File: src/rtl/div_pkg.sv
`default_nettype none
// ============================================================================
// Module   : div_pkg
// Brief    : Shared op encodings, FSM states and helpers for the M-ext divider
// Revision : 1.0
// ============================================================================
package div_pkg;

    localparam logic [1:0] OP_DIV  = 2'b00;
    localparam logic [1:0] OP_DIVU = 2'b01;
    localparam logic [1:0] OP_REM  = 2'b10;
    localparam logic [1:0] OP_REMU = 2'b11;

    typedef enum logic [1:0] {
        ST_IDLE = 2'd0,
        ST_CALC = 2'd1,
        ST_CORR = 2'd2,
        ST_DONE = 2'd3
    } div_state_t;

    function automatic logic is_signed_op(input logic [1:0] op);
        return (op == OP_DIV) || (op == OP_REM);
    endfunction

    function automatic logic is_rem_op(input logic [1:0] op);
        return (op == OP_REM) || (op == OP_REMU);
    endfunction

endpackage
`default_nettype wire

File: src/rtl/nr_div_step.sv
`default_nettype none
// ============================================================================
// Module   : nr_div_step
// Brief    : One combinational non-restoring division iteration
// Revision : 1.0
// ============================================================================
module nr_div_step #(
    parameter int DW = 32
) (
    input  logic [DW:0]   rem_in,
    input  logic [DW-1:0] q_in,
    input  logic [DW-1:0] divisor,
    output logic [DW:0]   rem_out,
    output logic [DW-1:0] q_out
);

    logic [DW:0] w_shift;
    logic [DW:0] w_div_ext;

    // The remainder stays within [-D, D), so wrapping the doubled value to
    // DW+1 bits still yields the exact result after the add/subtract.
    assign w_shift   = {rem_in[DW-1:0], q_in[DW-1]};
    assign w_div_ext = {1'b0, divisor};
    assign rem_out   = rem_in[DW] ? (w_shift + w_div_ext) : (w_shift - w_div_ext);
    assign q_out     = {q_in[DW-2:0], ~rem_out[DW]};

endmodule
`default_nettype wire

File: src/rtl/mdu_div_iter.sv
`default_nettype none
// ============================================================================
// Module   : mdu_div_iter
// Brief    : Iterative non-restoring RV32M divider (DIV/DIVU/REM/REMU).
//            Define DIV_FAST_SPECIAL_EN to let divide-by-zero and overflow
//            skip the iteration phase.
// Revision : 1.0
// ============================================================================
module mdu_div_iter
    import div_pkg::*;
#(
    parameter int DW     = 32,
    parameter int UNROLL = 1
) (
    input  logic          clk,
    input  logic          rst,
    input  logic          start,
    input  logic          flush,
    input  logic [1:0]    op,
    input  logic [DW-1:0] dividend,
    input  logic [DW-1:0] divisor,
    output logic          busy,
    output logic          done,
    output logic [DW-1:0] result,
    output logic          div_zero
);

    localparam int              c_STEPS    = DW / UNROLL;
    localparam int              c_CW       = $clog2(c_STEPS);
    localparam logic [c_CW-1:0] c_CNT_LAST = c_CW'(c_STEPS - 1);
    localparam logic [DW-1:0]   c_MIN      = {1'b1, {(DW-1){1'b0}}};

    div_state_t      r_state, w_next;
    logic [c_CW-1:0] r_cnt;
    logic [1:0]      r_op;
    logic [DW-1:0]   r_a, r_q, r_div, r_result;
    logic [DW:0]     r_rem;
    logic            r_neg_q, r_neg_r, r_dz, r_ovf;

    logic            w_accept, w_sgn, w_a_neg, w_b_neg, w_b_zero, w_ovf_in, w_fast;
    logic [DW-1:0]   w_abs_a, w_abs_b, w_rem_mag, w_quo, w_remd, w_final;
    logic [DW:0]     w_rem [0:UNROLL];
    logic [DW-1:0]   w_q   [0:UNROLL];

    assign w_accept = (r_state == ST_IDLE) && start && !flush;
    assign w_sgn    = is_signed_op(op);
    assign w_a_neg  = w_sgn && dividend[DW-1];
    assign w_b_neg  = w_sgn && divisor[DW-1];
    assign w_abs_a  = w_a_neg ? (~dividend + 1'b1) : dividend;
    assign w_abs_b  = w_b_neg ? (~divisor + 1'b1) : divisor;
    assign w_b_zero = (divisor == '0);
    assign w_ovf_in = w_sgn && (dividend == c_MIN) && (divisor == '1);

`ifdef DIV_FAST_SPECIAL_EN
    assign w_fast = w_b_zero || w_ovf_in;
`else
    assign w_fast = 1'b0;
`endif

    assign w_rem[0] = r_rem;
    assign w_q[0]   = r_q;

    for (genvar gi = 0; gi < UNROLL; gi++) begin : g_unroll
        nr_div_step #(.DW(DW)) u_step (
            .rem_in  (w_rem[gi]),
            .q_in    (w_q[gi]),
            .divisor (r_div),
            .rem_out (w_rem[gi+1]),
            .q_out   (w_q[gi+1])
        );
    end

    // Quotient bits are exact; only a negative remainder needs one add-back.
    assign w_rem_mag = r_rem[DW] ? (r_rem[DW-1:0] + r_div) : r_rem[DW-1:0];
    assign w_quo     = r_neg_q ? (~r_q + 1'b1) : r_q;
    assign w_remd    = r_neg_r ? (~w_rem_mag + 1'b1) : w_rem_mag;

    always_comb begin
        w_final = is_rem_op(r_op) ? w_remd : w_quo;
        if (r_dz) begin
            w_final = is_rem_op(r_op) ? r_a : '1;
        end else if (r_ovf) begin
            w_final = is_rem_op(r_op) ? '0 : c_MIN;
        end
    end

    always_ff @(posedge clk) begin
        if (rst) begin
            r_state <= ST_IDLE;
        end else begin
            r_state <= w_next;
        end
    end

    always_comb begin
        w_next = r_state;
        case (r_state)
            ST_IDLE: if (w_accept) w_next = w_fast ? ST_CORR : ST_CALC;
            ST_CALC: if (r_cnt == '0) w_next = ST_CORR;
            ST_CORR: w_next = ST_DONE;
            ST_DONE: w_next = ST_IDLE;
            default: w_next = ST_IDLE;
        endcase
        if (flush) begin
            w_next = ST_IDLE;
        end
    end

    always_ff @(posedge clk) begin
        if (rst) begin
            r_cnt    <= '0;
            r_op     <= '0;
            r_a      <= '0;
            r_q      <= '0;
            r_div    <= '0;
            r_rem    <= '0;
            r_neg_q  <= 1'b0;
            r_neg_r  <= 1'b0;
            r_dz     <= 1'b0;
            r_ovf    <= 1'b0;
            r_result <= '0;
        end else if (w_accept) begin
            r_cnt   <= c_CNT_LAST;
            r_op    <= op;
            r_a     <= dividend;
            r_q     <= w_abs_a;
            r_div   <= w_abs_b;
            r_rem   <= '0;
            r_neg_q <= w_a_neg ^ w_b_neg;
            r_neg_r <= w_a_neg;
            r_dz    <= w_b_zero;
            r_ovf   <= w_ovf_in;
        end else if (r_state == ST_CALC) begin
            r_rem <= w_rem[UNROLL];
            r_q   <= w_q[UNROLL];
            r_cnt <= r_cnt - c_CW'(1);
        end else if ((r_state == ST_CORR) && !flush) begin
            r_result <= w_final;
        end
    end

    assign busy     = (r_state != ST_IDLE);
    assign done     = (r_state == ST_DONE) && !flush;
    assign div_zero = done && r_dz;
    assign result   = r_result;

endmodule
`default_nettype wire
File: config.mk
export PLATFORM = sky130hd
export DESIGN_NAME = mdu_div_iter
export DESIGN_NICKNAME = d
export VERILOG_FILES = /design/src/rtl/div_pkg.sv /design/src/rtl/nr_div_step.sv /design/src/rtl/mdu_div_iter.sv
export SDC_FILE = /design/constraint.sdc
export NUM_CORES = 1
export LEC_CHECK = 0
export ABC_AREA = 1
export CORE_MARGIN = 5
export CORE_UTILIZATION = 39
export DETAILED_ROUTE_END_ITERATION = 6
export GPL_ROUTABILITY_DRIVEN = 0
export GPL_TIMING_DRIVEN = 0
export MAX_ROUTING_LAYER = met4
export PLACE_DENSITY = 0.63
export SYNTH_ARGS = -nofsm -noshare
export SYNTH_HDL_FRONTEND = slang
export SYNTH_HIERARCHICAL = 1
export SYNTH_SLANG_ARGS = --single-unit
File: constraint.sdc
create_clock -name clk -period 5.2 [get_ports clk]
set_input_delay 0.52 -clock clk [delete_from_list [all_inputs] [get_ports clk]]
set_output_delay 0.52 -clock clk [all_outputs]
set_load 0.02 [all_outputs]
# == Word-level counts from Yosys, hierarchy flattened ==
# Index checks and enable logic that the tools add are counted.
# totals
ff_bits,174
out_inout_bits,35
word_cells,78
# op_classes
n_addsub,8
n_eq_ne,10
muxes,18
n_bitwise,8
n_reduce_logical,22
# ops
op,count
$mux 32,12
$add 32x1->32 const B,4
$not 32->32,4
$eq 32x32->1 const B,2
$add 33x32->33,1
$mux 33,1
$sub 33x32->33,1
$add 32x32->32,1
$logic_not 32->1,1
$eq 2x2->1 const B,5
$mux 5,2
$logic_and 1x1->1,9
$pmux 2 s4,1
$logic_not 5->1,1
$sub 5x1->5 const B,1
$logic_not 2->1,2
$mux 2,2
$ne 2x2->1 const B,2
$reduce_bool 2->1,2
$reduce_or 2->1,2
$not 1->1,3
$reduce_and 3->1,1
$eq 2x1->1 const B,1
$logic_or 1x1->1,2
other kinds (3),3

# == Logic depth before layout (Yosys ltp) ==
# depth
depth_word,8
mapped_depth,24
depth_no_buf,24

# == Modules after synthesis ==
# Netlist, hierarchy kept.
# by_module_without_submodules
module,instances,cells_per_inst,area_each_um2,seq_area_each_um2
mdu_div_iter,1,2110,12849.8,3463.3
nr_div_step,1,728,3667.3,0.0

# == Worst setup path after synthesis ==
# OpenSTA, ideal clock, no wires.
# synth_timing
path_type,register -> register
start,register r_rem[0]
end,register r_result[28] (netlist: result[28])
setup_time_ps,119
arrival_ps,2768
setup_slack_ps,2313
path_stages_with_launch,22
synth_period_minus_slack_ps,2887
path_cell_list,dfxtp_1 > ha_1 > fa_1 > nand2_1 > o21ai_0 > inv_1 > ha_1 > inv_1 > nor2_1 > nand3_1 > nor2_2 > nand3_1 > nor2_4 > nand3_2 > nand2_2 > nand4_4 > nor2_4 > nand3_1 > nand2_1 > nand3_1 > nand2_1 > a21oi_1
# synth_between
elab_chain_len,8
# synth_lines
item,line,source
from (decl),mdu_div_iter.sv:37,logic [DW:0] r_rem;
from (signal assigned),mdu_div_iter.sv:134,r_rem <= w_rem[UNROLL];
$add 32x32->32,mdu_div_iter.sv:74,assign w_rem_mag = r_rem[DW] ? (r_rem[DW-1:0] + r_div) : r_rem[DW-1:0];
$mux 32 *,mdu_div_iter.sv:74,
$not 32->32,mdu_div_iter.sv:76,assign w_remd = r_neg_r ? (~w_rem_mag + 1'b1) : w_rem_mag;
$add 32x1->32,mdu_div_iter.sv:76,
$mux 32 *,mdu_div_iter.sv:76,
$mux 32 *,mdu_div_iter.sv:79,w_final = is_rem_op(r_op) ? w_remd : w_quo;
$mux 32 *,mdu_div_iter.sv:82,end else if (r_ovf) begin
$mux 32 *,mdu_div_iter.sv:80,if (r_dz) begin
to (signal assigned),mdu_div_iter.sv:138,r_result <= w_final;
to (decl),mdu_div_iter.sv:36,"logic [DW-1:0] r_a, r_q, r_div, r_result;"
# Mark *: on every way between the ends. The rest lies on a longest branch, timed or not.
# A chain may end at the register's enable or synchronous reset.

# == Final worst setup path ==
# layout_timing
start,register r_div[0]
end,register r_result[16] (netlist: result[16])
# layout_between
elab_chain_len,8
# layout_lines
item,line,source
from (decl),mdu_div_iter.sv:36,
from (signal assigned),mdu_div_iter.sv:127,r_div <= w_abs_b;
$add 32x32->32 *,mdu_div_iter.sv:74,
$mux 32 *,mdu_div_iter.sv:74,
$not 32->32,mdu_div_iter.sv:76,
$add 32x1->32,mdu_div_iter.sv:76,
$mux 32 *,mdu_div_iter.sv:76,
$mux 32 *,mdu_div_iter.sv:79,
$mux 32 *,mdu_div_iter.sv:82,
$mux 32 *,mdu_div_iter.sv:80,
# Marks and branches as above.

==> metrics.log <==
INFO  metric setup.worst_path.class = reg -> reg
INFO  metric timing.critical_path.fanout_max = 4
INFO  metric num_antenna_cells = 0
INFO  metric cp.arrival = 4320 ps
INFO  metric dr_total_vias = just under 20000
INFO  metric filler_cell_count = 4471
INFO  metric mapped_cell_area = 0.0165 mm^2
INFO  metric final-max-slew-violation-count = 0
INFO  metric io_buffers = approximately 100
INFO  metric synth-seq-area-share = between 20% and 30%
INFO  metric synthesis.nets = 2986
INFO  metric post-route-period-util = about 77%
INFO  metric layout-drive-gt1-share = under 10%
INFO  metric sequential_cell_area = roughly 0.0035 mm^2
INFO  metric cts_buffer_depth = 2
INFO  metric post_route_setup_tns = 0 ps
INFO  metric global_route.usage.met2 = between 40% and 50%
INFO  metric layout.nets = between 3000 and 4000
INFO  metric final_period_minus_worst_setup_slack = 4000 ps
INFO  metric grt_start_max_net_pins = 17
INFO  metric die_area = between 0.04 and 0.05 mm^2
INFO  metric detailedRoute.firstPassIterationCount = 7
INFO  metric share_seq_of_total_power = a little over 30%
INFO  metric hpwl = 52400 um
INFO  metric part_of_the_power_in_combinational_logic = around 44%
INFO  metric dominantRegCellSynth = dfxtp_1
INFO  metric finalHoldViolations = 0
INFO  metric power.switching_fraction = 43.4%
INFO  metric gr_layer_usage_met3 = between 6 and 7%
INFO  metric synthesized_netlist_cell_count = roughly 2800
INFO  metric cpMostUsedCell = o21ai_0
INFO  metric rows = 75
INFO  metric preCtsSetupSlack = ~1200 ps
INFO  metric cellLeakagePower = ~9.1 nW
INFO  metric postCtsSetupRepairBufs = 0
INFO  metric cts_hold_buf = 0
INFO  metric die_h = 216 um
INFO  metric busiest_layer_in_global_routing = met2
INFO  metric die_w = 216 um
INFO  metric path_delay_family = compound AO/OA/AOI/OAI gates
INFO  metric quantity_of_gates_resized_following_cts = 0
INFO  metric critPathBufInv = 2
INFO  metric run_status = completed
INFO  metric floorplan.initialDensity = 39.4%
INFO  metric syn_area_per_cell = 5.82 um^2
INFO  metric grt_antenna_before_repair = 0
INFO  metric layout.cells.most_common = nand2_1
INFO  metric clk_transition_reported_paths = roughly 70 ps
INFO  metric internal-power = between 2 and 3 mW
INFO  metric netSwitchingPower = ~2.3 mW
INFO  metric mostFrequentLayoutCells = nand2_1 (744), inv_1 (398), nor2_1 (286)
INFO  metric critPathSlowestCell = dfxtp_1
INFO  metric skew = roughly 20 ps
INFO  metric synth-seq-cells = 173
INFO  metric hold_path.class = reg -> reg
INFO  metric grt.overflow.total = 0
INFO  metric setup_viol_count_final = 0
INFO  metric ctsHtreeMaxLevel = 4
INFO  metric critPathRequiredTime = 5520 ps
INFO  metric achievable-frequency = 0.250 GHz
INFO  metric synth_enable_flop_cells = 0
INFO  metric critical_path.max_stage_delay = between 500 and 600 ps
INFO  metric num_io_pins = ~110
INFO  metric timing.critical_path.cells = ha_1, fa_1, nand2_1, o21ai_0, inv_1, ha_1, inv_1, nor2_1, nand3_1, nor2_2, nand3_1, nor2_4, nand3_2, o21ai_0, xor2_1, o21ai_0, a31oi_1
INFO  metric postLayoutCoreUtil = 44.9%
INFO  metric initialDrtViolationCount = between 2000 and 2500
INFO  metric clk_latency = between 400 and 500 ps
INFO  metric power.ir.vdd_worst = roughly 0.00022 V
INFO  metric yosys_warnings = 6
INFO  metric grt_setup_unrepaired = no
INFO  metric part_of_the_total_power_dissipated_in_the_clock_network = a little over a quarter
INFO  metric tritoncts = built
INFO  metric grt.total_usage = 27.0%
INFO  metric worst_setup_path_start_kind = flop
INFO  metric worstMarginPinSlew = roughly 1000 ps
INFO  metric route.antenna.remaining_nets = 0
INFO  metric cellPowerDensity = ~280 mW/mm^2
INFO  metric ys_types = 59
INFO  metric clk_root_buffer_cell = clkbuf_16
INFO  metric numCtsBuffers = 17
INFO  metric via_per_inst = 5.54
INFO  metric drv_cap = 0
INFO  metric share_of_flip_flops_with_an_asynchronous_set_or_reset = 0%
INFO  metric layout_setup_ws = about 1200 ps
INFO  metric grt_pass1_vias = between 15000 and 20000
INFO  metric slew_headroom = about a third
INFO  metric areaGrowthSynthToFinish = 13.9%
INFO  metric route.detailed.wl_per_inst = ~18 um
INFO  metric drt_drc_violations_left = 0
INFO  metric wire_length_of_the_first_global_routing_pass = about 100000 um
INFO  metric clock-sinks = around 170
INFO  metric wl = between 60000 and 70000 um
INFO  metric placeableCoreArea = approximately 0.042 mm^2
INFO  metric area_of_combinational_cells_with_multiple_inputs = ~0.011 mm^2
INFO  metric grt_use_met1 = a little over a third
INFO  metric timing.critical_path.to_type = flop
[state kept, by name, summed over array words and instances (netlist names)]
| name | flops |
|---|---|
| r_dz | 1 |
| result | 32 |
| r_op | 1 |
| r_rem | 33 |
| r_div | 32 |
| r_cnt | 5 |
| r_a | 32 |
| r_q | 32 |
| r_neg_q | 1 |
| r_state | 2 |
| r_neg_r | 1 |
| r_ovf | 1 |
[final timing paths]
check | slack [ps] | from | cells after the start | end
max | 1200 | r_div[0] | 17 | result[16]
min reg2reg | 460 | r_cnt[0] | 2 | r_cnt[0]
min | 460 | r_cnt[0] | 2 | r_cnt[0]
max reg2reg | 1200 | r_div[0] | 17 | result[16]
[layer usage]
metal  vias up  share of wire (%)
met3       112                 10
met2       954                 44
met1      8886                 43
met5         -                  0
li1       9484                  -
met4         0                2.7
[metrics by stage]
step / std cells / hold slack, ps / power, mW / cell area [um^2]
after floorplan: 2838 / 423 / 3.19 / 16500
after global placement: 3481 / 436 / 3.83 / 18200
after detailed placement: 3481 / 440 / 3.86 / 18200
after CTS: 3511 / 460 / 5.21 / 18800
after global routing: 3511 / 488 / 5.58 / 18800
final: 3511 / 461 / 5.25 / 18800
[kinds of logic after synthesis]
| logic type | Yosys count | synth area share (%) |
|---|---|---|
| and+or+nand+nor | 1461 | 38.9 |
| buffers and inverters | 537 | 13.0 |
| AOI/OAI and AO/OA | 530 | 18.0 |
| DFF | 173 | 21.0 |
| adders and majority gates | 78 | 6.00 |
| xor gates and xnor gates | 59 | 3.13 |
[worst reg2reg max path, delay by kind of cell (launching register included)]
kind	cells	cell delay (ps)
buf+inv	2	200
simple gates	7	860
flops	1	530
xor+xnor	1	160
fa+ha+maj	3	930
compound gates	4	1160
[power by group through the flow]
stage,Clock [mW],Sequential (mW),Combinational [mW]
after floorplan,0,1.54,1.64
after global placement,0,1.61,2.23
after detailed placement,0,1.61,2.25
after CTS,1.36,1.58,2.27
after global routing,1.42,1.59,2.57
final,1.36,1.59,2.30
[cell usage after synthesis (all sizes together), types with 3 or more instances]
cell type  number  share of area (%)
nand2         765                 18
inv           406                9.2
nor2          305                7.4
nand3         236                7.6
o21ai         226                7.0
a21oi         183                5.6
dfxtp         173                 21
clkbuf         80                1.8
ha             76                5.8
nor3           68                2.6
xor2           53                2.8
buf            48                1.9
nand4          48                1.9
a31oi          43                1.6
o211ai         30                1.4
or2            20               0.76
o21bai         11               0.50
nand3b          9               0.41
a32o            6               0.36
nor4            6               0.23
o221ai          6               0.32
o311ai          6               0.32
xnor2           6               0.32
o31ai           4               0.18
a22o            3               0.16
and2            3               0.11
clkinv          3              0.068
[final cells by class]
type	count	share of cell area, %
well taps	539	3.58
plain buffers	128	3.29
flip-flops and latches	173	18.4
clock inverters	9	0.725
repair buffers	104	5.53
clock buffers	21	2.39
multi-input cells	2128	57.9
inverters	409	8.16
Note: power is estimated with default switching activity, not from simulation.
